<file path="config.mk">
export PLATFORM = sky130hd
export DESIGN_NAME = fetch_stage
export DESIGN_NICKNAME = d
export VERILOG_FILES = /design/src/rtl/pipeline_pkg.sv /design/src/rtl/if_id_reg.sv /design/src/rtl/fetch_stage.sv
export SDC_FILE = /design/constraint.sdc
export NUM_CORES = 1
export LEC_CHECK = 0
export ABC_AREA = 1
export BUFFER_PORTS_ARGS = -buffer_cell sky130_fd_sc_hd__clkbuf_2
export CORE_MARGIN = 5
export CORE_UTILIZATION = 30
export CTS_BUF_LIST = sky130_fd_sc_hd__clkbuf_16
export CTS_CLUSTER_DIAMETER = 40
export CTS_CLUSTER_SIZE = 30
export DETAILED_ROUTE_END_ITERATION = 10
export MAX_ROUTING_LAYER = met4
export PLACE_DENSITY = 0.51
export SLEW_MARGIN = 10
export SYNTH_ARGS = -nofsm -noshare
export SYNTH_HDL_FRONTEND = slang
export SYNTH_SLANG_ARGS = --single-unit
</file>
<file path="constraint.sdc">
create_clock -name clk -period 1.6 [get_ports clk]
set_clock_uncertainty 0.1 [all_clocks]
set_input_delay 0 -clock clk [delete_from_list [all_inputs] [get_ports clk]]
set_output_delay 0 -clock clk [all_outputs]
set_load 0.1 [all_outputs]
</file>
<file path="src/rtl/pipeline_pkg.sv">
// Shared pipeline definitions: reset/NOP constants, fetch FSM states and the IF/ID record.
package pipeline_pkg;

   localparam logic [31:0] RESET_PC_DEFAULT = 32'h0000_0000;
   localparam logic [31:0] NOP_INSTR        = 32'h0000_0000;

   typedef enum logic {
      FETCH = 1'b0,
      DROP  = 1'b1
   } fetch_state_t;

   typedef struct packed {
      logic [31:0] instr;
      logic [31:0] pc_plus4;
      logic        valid;
   } if_id_t;

endpackage

</file>
<file path="src/rtl/if_id_reg.sv">
// IF/ID pipeline register: hold beats flush, flush beats load; a flush keeps pc_plus4.
module if_id_reg
   import pipeline_pkg::*;
#(
   parameter logic [31:0] NOP_WORD = pipeline_pkg::NOP_INSTR
) (
   input  logic   clk,
   input  logic   rst,
   input  logic   load,
   input  logic   flush,
   input  logic   hold,
   input  if_id_t d,
   output if_id_t q
);

   if_id_t q_reg;

   always_ff @(posedge clk) begin
      if (rst) begin
         q_reg.instr    <= NOP_WORD;
         q_reg.pc_plus4 <= 32'h0;
         q_reg.valid    <= 1'b0;
      end else if (hold) begin
         q_reg <= q_reg;
      end else if (flush) begin
         q_reg.instr <= NOP_WORD;
         q_reg.valid <= 1'b0;
      end else if (load) begin
         q_reg <= d;
      end else begin
         // neither loaded nor flushed: still a bubble, nothing real was fetched
         q_reg.instr <= NOP_WORD;
         q_reg.valid <= 1'b0;
      end
   end

   assign q = q_reg;

endmodule

</file>
<file path="src/rtl/fetch_stage.sv">
// Instruction fetch stage: PC, pending-redirect FSM, bubble counter and the IF/ID register.
module fetch_stage
   import pipeline_pkg::*;
#(
   parameter logic [31:0] RESET_PC  = pipeline_pkg::RESET_PC_DEFAULT,
   parameter logic [31:0] NOP_INSTR = pipeline_pkg::NOP_INSTR
) (
   input  logic        clk,
   input  logic        rst,
   input  logic        stall_D,
   input  logic        branch_D,
   input  logic [31:0] branch_target_D,
   input  logic        jump_D,
   input  logic [31:0] jump_target_D,
   output logic        imem_req,
   output logic [31:0] imem_addr,
   input  logic        imem_rdy,
   input  logic [31:0] imem_rdata,
   output logic [31:0] instr_D,
   output logic [31:0] pc_plus4_D,
   output logic        valid_D,
   output logic [15:0] bubble_cnt
);

   fetch_state_t state_reg, state_next;
   logic [31:0]  pc_reg, pc_next;
   logic [31:0]  pend_pc_reg, pend_pc_next;
   logic [15:0]  bubble_cnt_reg, bubble_cnt_next;
   logic         load, flush, hold, cnt_freeze;
   logic         redirect, valid_next;
   logic [31:0]  target, pc_plus4;
   if_id_t       if_id_d, if_id_q;

   assign redirect = (jump_D | branch_D) & ~stall_D;
   assign target   = jump_D ? jump_target_D : branch_target_D;
   assign pc_plus4 = pc_reg + 32'd4;

   always_comb begin
      state_next   = state_reg;
      pc_next      = pc_reg;
      pend_pc_next = pend_pc_reg;
      load         = 1'b0;
      flush        = 1'b0;
      hold         = 1'b0;
      cnt_freeze   = 1'b0;
      case (state_reg)
         FETCH: begin
            if (redirect) begin
               flush = 1'b1;
               if (imem_rdy) begin
                  pc_next = target;
               end else begin
                  pend_pc_next = target;
                  state_next   = DROP;
               end
            end else if (stall_D) begin
               hold       = 1'b1;
               cnt_freeze = 1'b1;
            end else if (imem_rdy) begin
               load    = 1'b1;
               pc_next = pc_plus4;
            end else begin
               flush = 1'b1;
            end
         end
         DROP: begin
            // the wrong-path fetch is still in flight; let it complete, then redirect
            hold  = stall_D;
            flush = ~stall_D;
            if (imem_rdy) begin
               pc_next    = pend_pc_reg;
               state_next = FETCH;
            end
         end
         default: state_next = FETCH;
      endcase
   end

   assign valid_next = hold ? if_id_q.valid : load;

   always_comb begin
      bubble_cnt_next = bubble_cnt_reg;
      if (!cnt_freeze && !valid_next && bubble_cnt_reg != 16'hFFFF)
         bubble_cnt_next = bubble_cnt_reg + 16'd1;
   end

   always_ff @(posedge clk) begin
      if (rst) begin
         state_reg      <= FETCH;
         pc_reg         <= RESET_PC;
         pend_pc_reg    <= 32'h0;
         bubble_cnt_reg <= 16'h0;
      end else begin
         state_reg      <= state_next;
         pc_reg         <= pc_next;
         pend_pc_reg    <= pend_pc_next;
         bubble_cnt_reg <= bubble_cnt_next;
      end
   end

   assign if_id_d.instr    = imem_rdata;
   assign if_id_d.pc_plus4 = pc_plus4;
   assign if_id_d.valid    = 1'b1;

   if_id_reg #(.NOP_WORD(NOP_INSTR)) u_if_id (
      .clk   (clk),
      .rst   (rst),
      .load  (load),
      .flush (flush),
      .hold  (hold),
      .d     (if_id_d),
      .q     (if_id_q)
   );

   assign imem_req   = ~rst;
   assign imem_addr  = pc_reg;
   assign instr_D    = if_id_q.instr;
   assign pc_plus4_D = if_id_q.pc_plus4;
   assign valid_D    = if_id_q.valid;
   assign bubble_cnt = bubble_cnt_reg;

endmodule

</file>
==> impl_metrics.csv, run 1 <==
group,metric,value,unit
synth,synth_fp_nets,1145,
clock_tree,clock_sinks,146,
grt,grt_pass1_wl,40700,um
setup_path,rr_worst_depth,9,
clock_tree,cts_root_buf,"clkbuf_16",
drt,vias,8153,
sta,finalWorstSetupSlack,-0.0408,ns
power,cellPowerDensity,899,nW/um2
sta,relSlewSlack,59.9,%
final_layout,fin_area,11400,um2
placement,dpl_cell_area,9410,um2
sta,worst_slew_pin_slew,0.605,ns
clock_tree,clk_pin_slew,0.06,ns
drt,first_pass_iters,6,
outcome,failed_checks,"negative hold slack, negative setup slack",
clock_tree,clk_latency,0.43,ns
sta,fmax,609,MHz
synth,synth_warnings,0,
synth,synth_area,7190,um2
power,leakage,5.01,nW
setup_path,crit_arrival,1.91,ns
drt,post-route-drc-count,0,
sta,setup_viol,4,
synth,synth_cells,1041,
grt,antenna_found_initial,0,
placement,gp_congestion,0.855,
placement,port_buffers,215,
power,vdd_ir_drop_max,662,uV
clock_tree,htreeDepth,4,
floorplanning,num_rows,56,
final_layout,multi_input_area,4100,um2
setup_path,crit_path_end_kind,"register",
drt,wl_per_cell,15.5,um
synth,synth_area_per_cell,6.91,um2
floorplanning,io_pins,216,
floorplanning,die_h,165,um
clock_tree,cts_tree,"built",
sta,rsz0062_at_grt,"yes",
clock_tree,numCtsBuffers,17,
clock_tree,max-clock-path-buffers,2,
synth,synth-seq-cells,146,
floorplanning,die-area,27200,um2
drt,finalWirelength,27000,um
setup_path,crit_required,1.87,ns
min_path,hp-class,"in -> reg",
min_path,whs_path_depth,4,
final_layout,largest_reg_flops,65,
drt,drt_iter0_drc,455,
drt,viasPerCell,4.69,
sta,finalSetupTns,-0.0673,ns
grt,grt_max_degree,82,
floorplanning,die_w,165,um
grt,grt_remaining_overflow,0,
sta,period_minus_slack,1.64,ns
setup_path,worstPathMaxFanout,4,
run,drv_cap,0,
floorplanning,core_area,23500,um2
floorplanning,start_util,30.5,%
final_layout,syn_to_final_growth,58.1,%
placement,dp_hpwl,18800,um
sta,hold_violations,1,
final_layout,final_nets,1512,
setup_path,critical_path_class,"reg -> reg",
setup_path,crit_path_start_kind,"register",
final_layout,diodes,0,
outcome,outcome,"finished with violations",
sta,report.final.slew_viol_count,0,
drt,ant_nets,0,
final_layout,drive_above_1_share,35.2,%
synth,synth_edf_count,0,
final_layout,seq_area,3080,um2
grt,grt_pass1_vias,7887,
synth,ys_seq_area_share,40.6,%
sta,holdWs,-0.00607,ns
synth,synth_ff_type,"dfxtp_1",
synth,synth_cell_type_count,36,
sta,finalCritPeriodShare,103,%
synth,async_reset_ff_share,0,%
final_layout,nFillCells,2422,
grt,grt.total_usage,19.5,%
## layout make-up
| type | instances | area share, % |
|---|---|---|
| Multi-Input combinational cell | 746 | 36.0 |
| Sequential cell | 146 | 27.1 |
| Timing Repair Buffer | 405 | 25.6 |
| Clock buffer | 17 | 3.74 |
| Tap cell | 319 | 3.51 |
| Inverter | 92 | 3.10 |
| Clock inverter | 15 | 0.968 |
## stage by stage
stage	util [%]	total power, mW	hold WS (ns)	setup WS (ns)	instances
after floorplan	-	5.61	-0.0207	-0.253	1041
after global placement	40.0	6.31	0.124	-0.188	1600
after detailed placement	40.0	6.31	0.124	-0.163	1600
after CTS	46.5	10.3	0.00552	-0.0462	1726
after global routing	48.3	10.7	0.0205	-0.142	1740
final	48.3	10.2	-0.00607	-0.0408	1740
## kinds of logic (layout without fill, tap and decap cells)
logic type	Yosys count	after routing	share of synthesized area, %
simple gates	443	446	25.6
compound gates	268	268	20.8
buf+inv	152	529	8.89
flops	146	146	40.6
xor+xnor	23	23	2.80
mux	7	7	0.992
fa+ha+maj	2	2	0.348
## report_power, final
group	internal [mW]	total, mW	switching (mW)	leakage (nW)
combinational	0.794	2.58	1.79	3.53
clock	1.99	3.70	1.71	0.258
sequential	3.79	3.94	0.152	1.22
## Yosys cell counts (8+ instances only)
cell	n	area, um2
nor2_1	89	334
o21ai_0	92	460
inv_1	86	323
buf_2	19	95.1
o21bai_1	16	120
xor2_1	15	131
xnor2_1	8	70.1
or2_0	12	75.1
nand3_1	44	220
a211oi_1	17	128
nand2_1	272	1020
clkbuf_1	31	116
dfxtp_1	146	2920
a21oi_1	119	596
## metal layers
metal	global-route usage (%)	part of all wire [%]	wire, um	vias up
met5	-	0	0	-
li1	-	-	-	4130
met3	4.04	4.7	1270	31
met4	5.07	2.0	545	0
met2	34.0	50	13600	202
met1	23.0	43	11600	3790
## final timing paths
kind	slack, ns	to	start
setup / recovery	-0.04	u_if_id.q[21]$_SDFFE_PP0P_	imem_addr[3]$_SDFFE_PP0P_
hold / removal	-0.006	pend_pc_reg[17]$_SDFFE_PP0P_	branch_target_D[17]
setup reg to reg	-0.04	u_if_id.q[21]$_SDFFE_PP0P_	imem_addr[3]$_SDFFE_PP0P_
hold reg to reg	0.35	u_if_id.q[55]$_SDFFE_PP0N_	u_if_id.q[55]$_SDFFE_PP0N_
## critical path: stages (launching register included)
cell      delay [ns]
dfxtp_4         0.37
ha_4            0.16
nand2_4         0.05
nor2_4          0.14
nand3_2         0.18
nor2_2          0.14
xor2_1          0.19
buf_4           0.15
o21bai_1        0.05
inv_1           0.06
## what timing repair did
| item | in CTS | in global routing |
|---|---|---|
| endpoints found under the setup margin | 25 | 119 |
| pin swaps | 3 | 30 |
| gates resized for setup | 14 | 82 |
| endpoints found under the hold margin | 89 | 1 |
| gates cloned | 0 | 4 |
| buffers inserted | 0 | 12 |
| hold buffers | 94 | 1 |
## placed cells by master (no fill, tap or decap), drive strengths merged, types with 4 or more instances in the layout
cell type      n
a21oi        120
nand3         45
a31oi          4
o211ai         8
xnor2          8
nand2        273
a22oi          6
clkinv         7
dfxtp        146
dlygate4sd3   93
a211oi        17
clkinvlp       4
mux2i          6
inv           96
or2           17
nor2          98
nand3b         7
nor3           6
clkbuf       232
xor2          15
o21ai         93
buf           96
o21bai        16
o21a           4
Power figures use the tool's default switching activity.
==> run 2, diff against run 1 <==
--- a/config.mk
+++ b/config.mk
@@ -6,16 +6,17 @@
 export NUM_CORES = 1
 export LEC_CHECK = 0
 export ABC_AREA = 1
-export BUFFER_PORTS_ARGS = -buffer_cell sky130_fd_sc_hd__clkbuf_2
 export CORE_MARGIN = 5
 export CORE_UTILIZATION = 30
 export CTS_BUF_LIST = sky130_fd_sc_hd__clkbuf_16
 export CTS_CLUSTER_DIAMETER = 40
 export CTS_CLUSTER_SIZE = 30
 export DETAILED_ROUTE_END_ITERATION = 10
+export DONT_BUFFER_PORTS = 1
 export MAX_ROUTING_LAYER = met4
-export PLACE_DENSITY = 0.51
+export PLACE_DENSITY = 0.43
 export SLEW_MARGIN = 10
 export SYNTH_ARGS = -nofsm -noshare
 export SYNTH_HDL_FRONTEND = slang
+export SYNTH_HIERARCHICAL = 1
 export SYNTH_SLANG_ARGS = --single-unit
==> impl_metrics.csv, run 2 <==
group,metric,value,unit
drt,vias,8041,
sta,finalWorstSetupSlack,-0.0775,ns
drt,first_pass_iters,5,
synth,synth_fp_nets,1236,
floorplanning,die_w,171,um
setup_path,crit_path_end_kind,"register",
sta,worst_slew_pin_slew,0.812,ns
final_layout,largest_reg_flops,65,
synth,synth_cell_type_count,43,
synth,netlist.top_cell.by_area,"dfxtp_1",
synth,synth_warnings,6,
drt,finalWirelength,27200,um
clock_tree,cts.hold.buffers_added,71,
sta,report.final.slew_viol_count,0,
clock_tree,numCtsBuffers,17,
final_layout,final_common_cell,"nand2_1",
placement,dpl_cell_area,9560,um2
clock_tree,max-clock-path-buffers,2,
synth,synth-seq-cells,146,
synth,synth_cells,1132,
synth,ys_top_cells_by_count,"nand2_1 (281), dfxtp_1 (146), a21oi_1 (134)",
setup_path,critPathCapture,"u_if_id/q[23]$_SDFFE_PP0P_",
drt,ant_nets,0,
clock_tree,clk_pin_slew,0.06,ns
grt,grt_pass1_vias,7354,
sta,period_minus_slack,1.68,ns
run,drv_cap,0,
drt,post-route-drc-count,0,
sta,finalCritPeriodShare,105,%
floorplanning,start_util,30.1,%
final_layout,syn_to_final_growth,52.4,%
power,cellPowerDensity,823,nW/um2
setup_path,startpoint,"imem_addr[2]$_SDFFE_PP0P_",
final_layout,final_nets,1471,
clock_tree,htreeDepth,4,
setup_path,regToRegEndpoint,"u_if_id/q[23]$_SDFFE_PP0P_",
setup_path,crit_required,1.81,ns
final_layout,diodes,0,
setup_path,max_stage_delay,0.37,ns
setup_path,rr_worst_depth,11,
placement,dp.cells,1574,
synth,ys_seq_area_share,37.6,%
floorplanning,die_h,171,um
synth,async_reset_ff_share,0,%
setup_path,critical_path_class,"reg -> reg",
placement,gp_congestion,0.807,
final_layout,drive_above_1_share,33.1,%
clock_tree,cts_tree,"built",
floorplanning,die-area,29300,um2
placement,dp_hpwl,17900,um
floorplanning,core_area,25800,um2
drt,viasPerCell,4.69,
final_layout,nFillCells,2578,
synth,synth_area,7780,um2
setup_path,worstReg2RegStart,"imem_addr[2]$_SDFFE_PP0P_",
sta,finalSetupTns,-0.429,ns
sta,hold_violations,78,
synth,yosys-top-cells-area,"dfxtp_1 (38%), nand2_1 (14%), a21oi_1 (8.6%)",
setup_path,critical_path.cell_chain,"ha_4 > nand2_2 > nor2_4 > nand2_4 > nor2_4 > nand3_2 > and2_1 > inv_1 > nand3_1 > nand2_1 > nor2_1",
sta,holdWs,-0.453,ns
setup_path,crit_arrival,1.89,ns
grt,grt_max_degree,81,
floorplanning,io_pins,216,
sta,fmax,596,MHz
outcome,outcome,"finished with violations",
setup_path,crit_top_cell,"nor2_4",
grt,grt_pass1_wl,40100,um
power,vdd_ir_drop_max,587,uV
power,leakage,4.70,nW
min_path,hp-class,"in -> reg",
sta,rsz0062_at_grt,"yes",
outcome,failed_checks,"negative hold slack, negative setup slack",
final_layout,final_cell_mix,"nand2_1 (261), buf_4 (186), a21oi_1 (100), dfxtp_1 (100)",
clock_tree,cts_root_buf,"clkbuf_16",
synth,synth_area_per_cell,6.87,um2
sta,relSlewSlack,45.7,%
setup_path,crit_path_start_kind,"register",
sta,setup_viol,18,
drt,wl_per_cell,15.9,um
synth,synth_top_area_share,37.6,%
synth,synth_ff_type,"dfxtp_1",
final_layout,layoutNonFillerInstCount,1715,
synth,synth_edf_count,0,
floorplanning,num_rows,59,
grt,grt.total_usage,17.5,%
setup_path,ff2ff_setup_slack,-0.08,ns
setup_path,worstPathMaxFanout,5,
setup_path,cp_slowest_cell,"dfxtp_4",
grt,grt_remaining_overflow,0,
final_layout,postLayoutCoreUtil,45.9,%
drt,drt_iter0_drc,381,
grt,antenna_found_initial,0,
clock_tree,clk_latency,0.42,ns
synth,synth_most_common_cell,"nand2_1",
final_layout,fin_area,11900,um2
clock_tree,clock_sinks,146,
placement,port_buffers,0,
## run 2: cell types whose count changed after synthesis, sizes merged, moves of 8 or more
cell    change
nand3      +52
o21ai      -33
nor2       +27
nand2      +16
o21bai     -16
a21oi      +15
buf         +8
inv         +8
## run 2: kinds of logic after synthesis
family          Yosys count  share of synthesized area, %
simple gates            539                          31.2
compound gates          237                          16.6
flops                   146                          37.6
other cells               1                        0.0482
fa+ha+maj                 2                         0.321
buf+inv                 175                          9.68
mux                       7                         0.981
xor+xnor                 25                          3.59
## run 2: report_power, final
| group | switching [mW] | internal [mW] | total (mW) |
|---|---|---|---|
| logic | 1.39 | 0.760 | 2.15 |
| registers | 0.115 | 3.74 | 3.86 |
| clock network | 1.62 | 2.13 | 3.75 |
## run 2: worst min-delay path by stage
stage / endpoint / depth (start not counted) / slack [ns] / from
after CTS: bubble_cnt[4]$_SDFFE_PP0P_ / 1 / -0.48 / rst
after global routing: u_if_id/q[58]$_SDFFE_PP0N_ / 1 / -0.48 / rst
final: u_if_id/q[58]$_SDFFE_PP0N_ / 1 / -0.45 / rst
after detailed placement: bubble_cnt[6]$_SDFFE_PP0P_ / 1 / -0.02 / rst
after floorplan: state_reg$_SDFF_PP0_ / 1 / -0.02 / imem_rdy
after global placement: bubble_cnt[4]$_SDFFE_PP0P_ / 1 / -0.02 / rst
## run 2: per-layer routing
layer	share of wire, %	track usage [%]	wire length (um)
met5	0	-	0
met4	1.1	4.44	291
met3	5.4	3.86	1470
met2	47	27.1	12900
met1	46	23.2	12600
## run 2: final cells by class
class	instances	area (um2)	share of cell area (%)
clock buffers	19	475	4.01
clock inverters	13	68.8	0.580
inverters	101	387	3.26
multi-input cells	811	4650	39.2
flip-flops and latches	146	3070	25.8
well taps	335	419	3.53
repair buffers	290	2800	23.6
## run 2: critical path, delay by kind of cell, from the launching register on
family | cells | cell delay [ns]
buffers and inverters | 1 | 0.05
and+or+nand+nor | 9 | 0.93
DFF | 1 | 0.37
adders and majority gates | 1 | 0.13
## run 2: stage by stage
step	setup slack, ns	power [mW]
floorplan	-0.245	5.24
global placement	-0.0772	5.68
detailed placement	-0.0999	5.68
CTS	-0.0960	9.73
global route	-0.203	10.2
finish	-0.0775	9.76
## run 2: timing repair
action                                  CTS  global route
endpoints found under the setup margin   73           118
buffers inserted                         10            18
cloned                                    1            11
gates resized for setup                  16           113
pin swaps                                10            41
endpoints found under the hold margin   146            78
